<file path="config.mk">
export PLATFORM = sky130hd
export DESIGN_NAME = control_sequencer
export DESIGN_NICKNAME = d
export VERILOG_FILES = /design/src/rtl/control_sequencer.sv
export SDC_FILE = /design/constraint.sdc
export NUM_CORES = 1
export LEC_CHECK = 0
export ABC_AREA = 1
export BUFFER_PORTS_ARGS = -buffer_cell sky130_fd_sc_hd__clkbuf_2
export CORE_MARGIN = 4
export CORE_UTILIZATION = 25
export DETAILED_ROUTE_END_ITERATION = 7
export SYNTH_ARGS = -nofsm -noshare
export SYNTH_HDL_FRONTEND = slang
export SYNTH_SLANG_ARGS = --single-unit
</file>
<file path="constraint.sdc">
create_clock -name clk -period 2.2 [get_ports clk]
set_clock_uncertainty 0.15 [all_clocks]
set_input_delay 0.22 -clock clk [delete_from_list [all_inputs] [get_ports clk]]
set_output_delay 0.22 -clock clk [all_outputs]
set_load 0.005 [all_outputs]
</file>
<file path="src/rtl/control_sequencer.sv">
// Fetch/decode/execute sequencer for the executestage datapath: owns the PC,
// latches instructions from a synchronous instruction memory and resolves jumps/halt.
module control_sequencer #(
  parameter int unsigned EXEC_CYCLES = 1,
  parameter logic [5:0]  RESET_PC    = 6'd0
) (
  input  logic        clk,
  input  logic        reset,
  input  logic        start,
  input  logic        stall,
  input  logic [15:0] imem_data,
  input  logic        zero_flag,
  input  logic        carry_flag,
  output logic [5:0]  imem_addr,
  output logic        imem_rd_en,
  output logic [4:0]  opcode,
  output logic        am,
  output logic [2:0]  rd,
  output logic [2:0]  rs1,
  output logic [2:0]  rs2,
  output logic [2:0]  s_r_amount,
  output logic [3:0]  mem_addr,
  output logic [5:0]  instr_mem_addr,
  output logic        exe_enable,
  output logic [5:0]  pc,
  output logic        busy,
  output logic        halted
);

  localparam int unsigned PC_W  = 6;
  localparam int unsigned IR_W  = 16;
  localparam int unsigned CNT_W = 3;

  localparam logic [4:0] OP_JMP  = 5'b11000;
  localparam logic [4:0] OP_JZ   = 5'b11001;
  localparam logic [4:0] OP_JC   = 5'b11010;
  localparam logic [4:0] OP_HALT = 5'b11111;

  localparam logic [CNT_W-1:0] CNT_LAST = CNT_W'(EXEC_CYCLES - 1);

  typedef enum logic [2:0] {
    S_IDLE,
    S_FETCH,
    S_DECODE,
    S_EXECUTE,
    S_WRITEBACK,
    S_BRANCH,
    S_HALT
  } state_t;

  state_t           state, state_nxt;
  logic [PC_W-1:0]  pc_q, pc_nxt;
  logic [IR_W-1:0]  ir_q, ir_nxt;
  logic [CNT_W-1:0] cnt_q, cnt_nxt;
  logic             z_q, z_nxt;
  logic             c_q, c_nxt;
  logic             refetch_q, refetch_nxt;

  // State and architectural registers
  always_ff @(posedge clk or posedge reset) begin
    if (reset) begin
      state     <= S_IDLE;
      pc_q      <= RESET_PC;
      ir_q      <= '0;
      cnt_q     <= '0;
      z_q       <= 1'b0;
      c_q       <= 1'b0;
      refetch_q <= 1'b0;
    end else begin
      state     <= state_nxt;
      pc_q      <= pc_nxt;
      ir_q      <= ir_nxt;
      cnt_q     <= cnt_nxt;
      z_q       <= z_nxt;
      c_q       <= c_nxt;
      refetch_q <= refetch_nxt;
    end
  end

  // Next-state and Moore control outputs; stall gates the strobes and freezes everything
  always_comb begin
    state_nxt   = state;
    pc_nxt      = pc_q;
    ir_nxt      = ir_q;
    cnt_nxt     = cnt_q;
    z_nxt       = z_q;
    c_nxt       = c_q;
    refetch_nxt = refetch_q;
    exe_enable  = 1'b0;
    imem_rd_en  = 1'b0;
    busy        = 1'b0;
    halted      = 1'b0;

    unique case (state)
      S_IDLE: begin
        if (start) state_nxt = S_FETCH;
      end
      S_FETCH: begin
        busy       = 1'b1;
        imem_rd_en = !stall;
        if (!stall) state_nxt = S_DECODE;
      end
      S_DECODE: begin
        busy = 1'b1;
        // A stall here may let the memory word go stale, so the read is reissued
        if (stall) begin
          refetch_nxt = 1'b1;
        end else if (refetch_q) begin
          refetch_nxt = 1'b0;
          state_nxt   = S_FETCH;
        end else begin
          ir_nxt  = imem_data;
          pc_nxt  = pc_q + PC_W'(1);
          cnt_nxt = '0;
          unique case (imem_data[15:11])
            OP_HALT:               state_nxt = S_HALT;
            OP_JMP, OP_JZ, OP_JC:  state_nxt = S_BRANCH;
            default:               state_nxt = S_EXECUTE;
          endcase
        end
      end
      S_EXECUTE: begin
        busy       = 1'b1;
        exe_enable = !stall;
        if (!stall) begin
          cnt_nxt = cnt_q + CNT_W'(1);
          if (cnt_q == CNT_LAST) state_nxt = S_WRITEBACK;
        end
      end
      S_WRITEBACK: begin
        busy = 1'b1;
        if (!stall) begin
          z_nxt     = zero_flag;
          c_nxt     = carry_flag;
          state_nxt = S_FETCH;
        end
      end
      S_BRANCH: begin
        busy = 1'b1;
        if (!stall) begin
          state_nxt = S_FETCH;
          unique case (ir_q[15:11])
            OP_JMP:  pc_nxt = ir_q[5:0];
            OP_JZ:   if (z_q) pc_nxt = ir_q[5:0];
            OP_JC:   if (c_q) pc_nxt = ir_q[5:0];
            default: pc_nxt = pc_q;
          endcase
        end
      end
      S_HALT: begin
        halted = 1'b1;
      end
      default: begin
        state_nxt = S_IDLE;
      end
    endcase
  end

  assign imem_addr      = pc_q;
  assign pc             = pc_q;
  assign opcode         = ir_q[15:11];
  assign am             = ir_q[10];
  assign rd             = ir_q[9:7];
  assign rs1            = ir_q[6:4];
  assign rs2            = ir_q[3:1];
  assign s_r_amount     = ir_q[6:4];
  assign mem_addr       = ir_q[3:0];
  assign instr_mem_addr = ir_q[5:0];

endmodule

</file>
==> flow_metrics.env, run 1 <==
export IMPL_layout_nets=315
export IMPL_antenna_found_initial=0
export IMPL_viasPerCell=4.29
export IMPL_worst_pin_slew_ns=0.400
export IMPL_io_buffers=65
export IMPL_async_flop_share_pct=100
export IMPL_route_antenna_remaining_nets=0
export IMPL_layout_drive_gt1_share_pct=28.7
export IMPL_start_util_pct=25.9
export IMPL_netlist_area_um2=1780
export IMPL_cts_buffers_inserted=5
export IMPL_vdd_ir_drop_worst_mv=0.471
export IMPL_min_period_over_period_pct=81.0
export IMPL_die_x_um=92.4
export IMPL_clk_latency_ns=0.28
export IMPL_slew_viol_final=0
export IMPL_final_util_pct=31.5
export IMPL_status="complete, no violations"
export IMPL_drt_drc_violations_left=0
export IMPL_crit_family="flip-flops"
export IMPL_netlist_instances=237
export IMPL_fin_crit_ns=1.78
export IMPL_synth_top_area_share_pct=43.6
export IMPL_fp_dieH_um=92.4
export IMPL_avgSynthCellArea_um2=7.51
export IMPL_worst_ep_arrival_time_ns=1.41
export IMPL_cts_tree="built"
export IMPL_setup_violations=0
export IMPL_rsz0062_at_grt="no"
export IMPL_syn_to_final_growth_pct=21.4
export IMPL_clock_sinks=31
export IMPL_post_cts_setup_buffers=0
export IMPL_dr_pass1_iters=4
export IMPL_crit_slowest_cell="dfrtp_1"
export IMPL_start_kind="register"
export IMPL_end_kind="output pin"
export IMPL_ys_top_cells_by_count="nand2_1, nand3_1, dfrtp_1"
export IMPL_synth_edff_count=0
export IMPL_fp_row_count=30
export IMPL_first_global_vias=1638
export IMPL_coreArea_um2=6870
export IMPL_finalSetupTns_ns=0
export IMPL_synth_nets=262
export IMPL_crit_buf_inv=4
export IMPL_r2r_slack_ns=0.44
export IMPL_p_leak_uw=0.00125
export IMPL_worstPathRequired_ns=1.83
export IMPL_ioPinCount=66
export IMPL_grt_max_degree=32
export IMPL_dp_hpwl_um=3430
export IMPL_p_per_area_nw_per_um2=1190
export IMPL_synth_top_area_cell="dfrtp_1"
export IMPL_clk_pin_slew_ns=0.07
export IMPL_grt_pass1_wl_um=7850
export IMPL_fill_cells=751
export IMPL_clock_fmax_mhz=561
export IMPL_hold_viol=0
export IMPL_yosysUniqueCellTypes=22
export IMPL_totalWireLength_um=4470
export IMPL_cp_cell_sequence="inv_2 > nand3_1 > inv_1 > nand2_1 > inv_1 > clkbuf_2"
export IMPL_path_class="reg2out"
export IMPL_cts_root_buf="clkbuf_8"
export IMPL_grt_usage_pct=11.3
export IMPL_worstPathMaxFanout=12
export IMPL_synthFlopType="dfrtp_1"
export IMPL_seq_area_frac_synth_pct=43.6
export IMPL_slew_headroom_pct=73.4
export IMPL_yosysMostFrequentCell="nand2_1"
export IMPL_synth_area_leaders="dfrtp_1, nand2_1, nand3_1"
export IMPL_hp_class="in2reg"
export IMPL_slowest_delay_ns=0.52
export IMPL_cap_violations=0
export IMPL_crit_top_cell="inv_1"
export IMPL_vias=1652
export IMPL_grt_ovfl_total=0
export IMPL_drt_wirelength_per_cell_um=11.6
export IMPL_antenna_cells=0
export IMPL_h_tree_depth=2
export IMPL_first_iter_violations=108
export IMPL_gp_congestion=0.825
export IMPL_clk_path_buf_depth=2
export IMPL_die_area_um2=8540
export IMPL_synth_seq_cells=31
export IMPL_synth_warnings=0
[what timing repair did]
item	4_1_cts	5_1_grt
hold buffers	1	0
gates resized for setup	0	0
endpoints found under the hold margin	31	0
[layout by cell type, fill, tap and decap left out, drive strengths merged, types with 2 or more instances in the layout]
cell,count
nand2,92
clkbuf,71
nand3,34
dfrtp,31
inv,20
o21ai,13
nor2,12
ha,3
buf,3
mux2,2
xnor2,2
a21oi,2
[layer usage]
layer | GRT usage [%] | up-vias | routed length [um]
met5 | 0 | - | 0
met4 | 2.97 | 0 | 23
met3 | 2.60 | 2 | 249
met2 | 18.7 | 48 | 2110
met1 | 14.7 | 762 | 2090
li1 | - | 840 | -
[final timing paths]
check | startpoint | to | cells after the start
hold reg to reg | ir_q[8] | ir_q[8] | 2
min in group asynchronous | reset | imem_addr[5] | 4
hold / removal | imem_data[2] | ir_q[2] | 3
setup reg to reg | state[2] | imem_addr[1] | 6
max in group asynchronous | reset | ir_q[10] | 4
setup / recovery | state[2] | exe_enable | 6
[per-stage QoR]
stage / std cells / worst slack [ns] / area (um2) / total power [uW] / hold slack [ns]
6_report: 385 / 0.419 / 2160 / 2570 / 0.0233
5_1_grt: 385 / 0.193 / 2160 / 2840 / 0.0219
3_3_place_gp: 378 / 0.601 / 2080 / 2180 / 0.164
3_5_place_dp: 378 / 0.467 / 2080 / 2200 / 0.163
2_1_floorplan: 237 / 0.731 / 1780 / 1850 / 0.174
4_1_cts: 385 / 0.397 / 2160 / 2610 / 0.0197
[layout make-up]
class	instances	area, um2	share of cell area (%)
Sequential cell	31	776	35.9
Multi-Input combinational cell	163	759	35.1
Timing Repair Buffer	69	358	16.6
Tap cell	96	120	5.56
Inverter	20	75.1	3.47
Clock buffer	6	72.6	3.36
[sequential cells by signal, indices dropped and copies added (netlist names)]
register	count
state	3
imem_addr	6
c_q	1
refetch_q	1
ir_q	16
cnt_q	3
z_q	1
[where the power goes]
group	switching [uW]	internal, uW	total [uW]	leakage [uW]
Combinational	591	485	1080	0.000815
Clock	196	211	407	0.0000371
Sequential	274	815	1090	0.000395
Total	1060	1510	2570	0.00125
[cells by family (layout without fill, tap and decap cells)]
group           after synthesis  in the layout  share of synthesized area, %
mux                           2              2                          1.26
simple gates                140            140                          33.5
buf+inv                      43             95                          13.8
fa+ha+maj                     3              3                          2.11
compound gates               16             16                          4.85
xor+xnor                      2              2                         0.984
flops                        31             31                          43.6
[worst reg2reg max path: cells and delay by family (launching register included)]
kind,cells,cell delay (ns)
flip-flops,1,0.58
AO/OA/AOI/OAI,1,0.23
AND/OR/NAND/NOR,5,0.74
No activity file was read; power rests on OpenSTA's default activity.
==> inputs of run 2 (changes only) <==
clock period = 1.45 ns   (was 2.2 ns; I/O delays follow)
==> flow_metrics.env, run 2 (synthesis results as in run 1) <==
export IMPL_status="complete, but fails checks"
export IMPL_violations="negative setup slack"
export IMPL_p_per_area_nw_per_um2=1730
export IMPL_multi_input_area_um2=822
export IMPL_io_buffers=65
export IMPL_vias=1779
export IMPL_whs_ns=0.0254
export IMPL_slew_headroom_pct=72.5
export IMPL_route_antenna_remaining_nets=0
export IMPL_worst_pin_slew_ns=0.413
export IMPL_start_kind="register"
export IMPL_clock_sinks=31
export IMPL_hp_class="in2reg"
export IMPL_cap_violations=0
export IMPL_worst_slack_ns=-0.0358
export IMPL_grt_max_degree=32
export IMPL_viasPerCell=4.18
export IMPL_clk_pin_slew_ns=0.06
export IMPL_end_kind="output pin"
export IMPL_fp_row_count=30
export IMPL_die_area_um2=8540
export IMPL_rsz0062_at_grt="yes"
export IMPL_totalWireLength_um=4820
export IMPL_worstPathRequired_ns=1.15
export IMPL_regArea_um2=778
export IMPL_power_uw=4530
export IMPL_setup_violations=14
export IMPL_worstPathMaxFanout=4
export IMPL_cts_root_buf="clkbuf_8"
export IMPL_cts_buffers_inserted=5
export IMPL_clk_path_buf_depth=2
export IMPL_die_x_um=92.4
export IMPL_clock_fmax_mhz=673
export IMPL_largest_reg_flops=16
export IMPL_grt_ovfl_total=0
export IMPL_fin_area_um2=2620
export IMPL_min_period_over_period_pct=102
export IMPL_vdd_ir_drop_worst_mv=0.710
export IMPL_clk_latency_ns=0.28
export IMPL_cts_tree="built"
export IMPL_ioPinCount=66
export IMPL_fp_dieH_um=92.4
export IMPL_hold_viol=0
export IMPL_path_class="reg2out"
export IMPL_layout_cells_most_common="nand2_1"
export IMPL_h_tree_depth=2
export IMPL_drt_wirelength_per_cell_um=11.3
export IMPL_dpl_cell_count=392
export IMPL_syn_to_final_growth_pct=47.2
export IMPL_worst_ep_arrival_time_ns=1.19
export IMPL_dp_hpwl_um=3500
export IMPL_post_dp_cell_area_um2=2180
export IMPL_dr_pass1_iters=4
export IMPL_layout_common_cells="nand2_1, clkbuf_2, nand3_1, dfrtp_1"
export IMPL_first_iter_violations=52
export IMPL_layout_nets=354
export IMPL_drt_drc_violations_left=0
export IMPL_p_leak_uw=0.00145
export IMPL_grt_pass1_wl_um=8190
export IMPL_gp_congestion=0.854
export IMPL_layout_drive_gt1_share_pct=37.3
export IMPL_final_util_pct=38.2
export IMPL_slew_viol_final=0
export IMPL_antenna_cells=0
export IMPL_fill_cells=723
export IMPL_fin_crit_ns=1.49
export IMPL_antenna_found_initial=0
export IMPL_largest_register="ir_q"
export IMPL_grt_usage_pct=11.8
export IMPL_first_global_vias=1741
export IMPL_start_util_pct=25.9
export IMPL_layout_cells_non_filler=426
export IMPL_coreArea_um2=6870
[run 2: changes by cell type in the layout (fill, tap and decap cells not counted), moves of 2 or more]
| cell | delta |
|---|---|
| buf_4 | +15 |
| buf_6 | +7 |
| clkbuf_8 | +2 |
| dfrtp_1 | -2 |
| dfrtp_2 | +2 |
| dlygate4sd3_1 | +17 |
| inv_1 | -4 |
| inv_2 | +2 |
| nand2_1 | -3 |
| nand2_2 | +2 |
| nand3_1 | -5 |
| nand3_2 | +3 |
| nand3_4 | +2 |
| nor2_1 | -2 |
[run 2: power breakdown]
part           switching, uW  internal [uW]
clock network            315            433
registers                401           1240
logic                   1070           1070
total                   1790           2750
[run 2: timing repair]
| item | 4_1_cts | 5_1_grt |
|---|---|---|
| hold buffers | 18 | 0 |
| endpoints found under the hold margin | 48 | 0 |
| gates resized for setup | 17 | 13 |
| pin swaps | 1 | 9 |
| endpoints found under the setup margin | 6 | 31 |
| buffers inserted | 1 | 7 |
[run 2: area by class of cell]
class	instances	share of cell area, %
Clock buffer	8	3.82
Inverter	20	3.10
Multi-Input combinational cell	163	31.4
Sequential cell	31	29.7
Tap cell	96	4.58
Timing Repair Buffer	108	27.4
[run 2: layer usage]
metal | global-route usage [%] | vias up | wire, um
li1 | - | 916 | -
met1 | 15.2 | 807 | 2300
met2 | 18.9 | 48 | 2200
met3 | 2.60 | 8 | 213
met4 | 4.95 | 0 | 102
met5 | 0 | - | 0
[run 2: path summary, 6_finish.rpt]
kind	startpoint	slack [ns]	to	cells past startpoint
worst max-delay path	state[0]	-0.04	exe_enable	6
worst min-delay path	imem_data[13]	0.03	ir_q[13]	3
worst max register to register	state[0]	-0.03	imem_addr[1]	7
worst min register to register	ir_q[7]	0.32	ir_q[7]	2
max in group asynchronous	reset	0.50	state[2]	4
min in group asynchronous	reset	0.33	ir_q[11]	4
[run 2: critical path, cell delays in order (launching register included)]
cell,delay [ns]
dfrtp_1,0.40
buf_6,0.15
nand3_4,0.08
inv_2,0.06
nand2_2,0.05
inv_2,0.06
clkbuf_2,0.11
[run 2: metrics by stage]
step                setup slack (ns)  setup TNS (ns)
finish                       -0.0358          -0.158
global route                  -0.136           -3.41
CTS                          -0.0446          -0.121
detailed placement           0.00632               0
global placement              0.0154               0
floorplan                    -0.0109          -0.135
==> inputs of run 3 (changes only) <==
CELL_PAD_IN_SITES_DETAIL_PLACEMENT = 1   (was unset)
CELL_PAD_IN_SITES_GLOBAL_PLACEMENT = 2   (was unset)
CORE_UTILIZATION = 24   (was 25)
CTS_CLUSTER_SIZE = 14   (was unset)
PLACE_DENSITY_LB_ADDON = 0.1   (was unset)
REMOVE_ABC_BUFFERS = 1   (was unset)
==> flow_metrics.env, run 3 (synthesis results as in run 1) <==
export IMPL_r2r_slack_ns=-0.11
export IMPL_antenna_found_initial=0
export IMPL_drt_drc_violations_left=0
export IMPL_fin_crit_ns=1.56
export IMPL_syn_to_final_growth_pct=59.2
export IMPL_layout_common_cells="clkbuf_2, nand2_1, dfrtp_1"
export IMPL_vias=1869
export IMPL_setup_violations=34
export IMPL_hold_viol=0
export IMPL_gp_congestion=0.750
export IMPL_p_per_area_nw_per_um2=1720
export IMPL_hp_start="imem_data[13]"
export IMPL_final_util_pct=39.3
export IMPL_route_antenna_remaining_nets=0
export IMPL_first_iter_violations=43
export IMPL_whs_ns=0.0113
export IMPL_clock_sinks=31
export IMPL_cap_violations=0
export IMPL_post_place_ws_ns=-0.147
export IMPL_grt_pass1_wl_um=9600
export IMPL_path_class="reg2reg"
export IMPL_vdd_ir_drop_worst_mv=0.484
export IMPL_coreArea_um2=7210
export IMPL_viasPerCell=4.22
export IMPL_fill_cells=909
export IMPL_power_uw=4870
export IMPL_fp_row_count=31
export IMPL_die_x_um=94.1
export IMPL_drt_wirelength_per_cell_um=13.2
export IMPL_cts_root_buf="clkbuf_8"
export IMPL_totalWireLength_um=5830
export IMPL_h_tree_depth=2
export IMPL_end_kind="register"
export IMPL_worst_slack_ns=-0.108
export IMPL_io_buffers=65
export IMPL_layout_drive_gt1_share_pct=47.4
export IMPL_layout_nets=368
export IMPL_clk_path_buf_depth=2
export IMPL_start_kind="register"
export IMPL_grt_ovfl_total=0
export IMPL_violations="negative setup slack"
export IMPL_grt_usage_pct=13.9
export IMPL_slew_viol_final=0
export IMPL_start_util_pct=24.7
export IMPL_cts_tree="built"
export IMPL_grt_max_degree=32
export IMPL_rsz0062_at_grt="yes"
export IMPL_holdPathEnd="ir_q[13]"
export IMPL_fp_dieH_um=94.1
export IMPL_clk_latency_ns=0.28
export IMPL_worst_pin_slew_ns=0.438
export IMPL_antenna_cells=0
export IMPL_reg2reg_depth=7
export IMPL_min_period_over_period_pct=107
export IMPL_p_leak_uw=0.00155
export IMPL_clk_pin_slew_ns=0.07
export IMPL_clock_fmax_mhz=642
export IMPL_worstPathRequired_ns=1.48
export IMPL_worst_ep_arrival_time_ns=1.59
export IMPL_dp_hpwl_um=4300
export IMPL_slew_headroom_pct=70.8
export IMPL_dr_pass1_iters=4
export IMPL_rr_endpoint="ir_q[14]"
export IMPL_cts_buffers_inserted=5
export IMPL_status="complete, but fails checks"
export IMPL_ioPinCount=66
export IMPL_die_area_um2=8860
export IMPL_layout_cells_most_common="clkbuf_2"
export IMPL_min_delay_path_depth=3
export IMPL_crit_reg2reg_launch="state[1]"
export IMPL_first_global_vias=1972
export IMPL_hp_class="in2reg"
export IMPL_worstPathMaxFanout=7
export IMPL_largest_reg_flops=16
export IMPL_largest_register="ir_q"
-- run 3: cell count changes in the layout (fill, tap and decap cells not counted), moves of 2 or more --
cell,previous run,this run
buf_4,18,26
buf_6,7,11
nand2_1,86,61
nand2_2,4,26
nand2_4,2,6
nand3_2,3,5
o21ai_0,11,9
-- run 3: critical path, cell delays in order, from the launching register on --
cell	delay (ns)
dfrtp_1	0.41
buf_6	0.13
nand2_4	0.05
nor3_4	0.27
nand2_4	0.18
buf_6	0.18
nand2_1	0.05
nand2_1	0.04
-- run 3: worst max path at each step --
stage | endpoint | depth (start not counted) | from
floorplan | imem_addr[5] | 7 | state[0]
global placement | state[0] | 9 | state[2]
detailed placement | state[2] | 9 | state[2]
CTS | busy | 4 | state[2]
global route | ir_q[9] | 7 | state[1]
finish | ir_q[14] | 7 | state[1]
-- run 3: repair_timing --
| item | 4_1_cts | 5_1_grt |
|---|---|---|
| buffers inserted | 7 | 3 |
| pin swaps | 5 | 9 |
| endpoints found under the setup margin | 30 | 34 |
| endpoints found under the hold margin | 48 | 0 |
| cloned | 1 | 0 |
| hold buffers | 18 | 0 |
| gates resized for setup | 25 | 40 |
-- run 3: metal layers --
metal  wire, um  track usage [%]  up-vias  share of wire (%)
li1           -                -      949                  -
met1       2720             18.1      880                 47
met2       2870             23.4       35                 49
met3        190             2.64        5                3.3
met4         46             3.61        0               0.79
met5          0                0        -                  0
-- run 3: metrics by stage --
step | instances | setup TNS [ns] | cell area, um2
after floorplan | 214 | -4.93 | 1610
after global placement | 406 | -0.641 | 2280
final | 443 | -2.36 | 2830
after CTS | 440 | -2.27 | 2690
after detailed placement | 406 | -1.00 | 2280
after global routing | 443 | -6.20 | 2830
-- run 3: cell type report --
type	instances	area [um2]	area share [%]
Multi-Input combinational cell	164	907	32.0
Timing Repair Buffer	121	845	29.8
Sequential cell	31	778	27.5
Tap cell	99	124	4.37
Clock buffer	8	100	3.53
Inverter	20	80.1	2.83
-- run 3: where the power goes --
part | internal (uW) | switching [uW] | leakage (uW) | total (uW)
sequential | 1240 | 406 | 0.000392 | 1650
combinational | 1230 | 1210 | 0.00110 | 2450
clock | 434 | 342 | 0.0000515 | 775
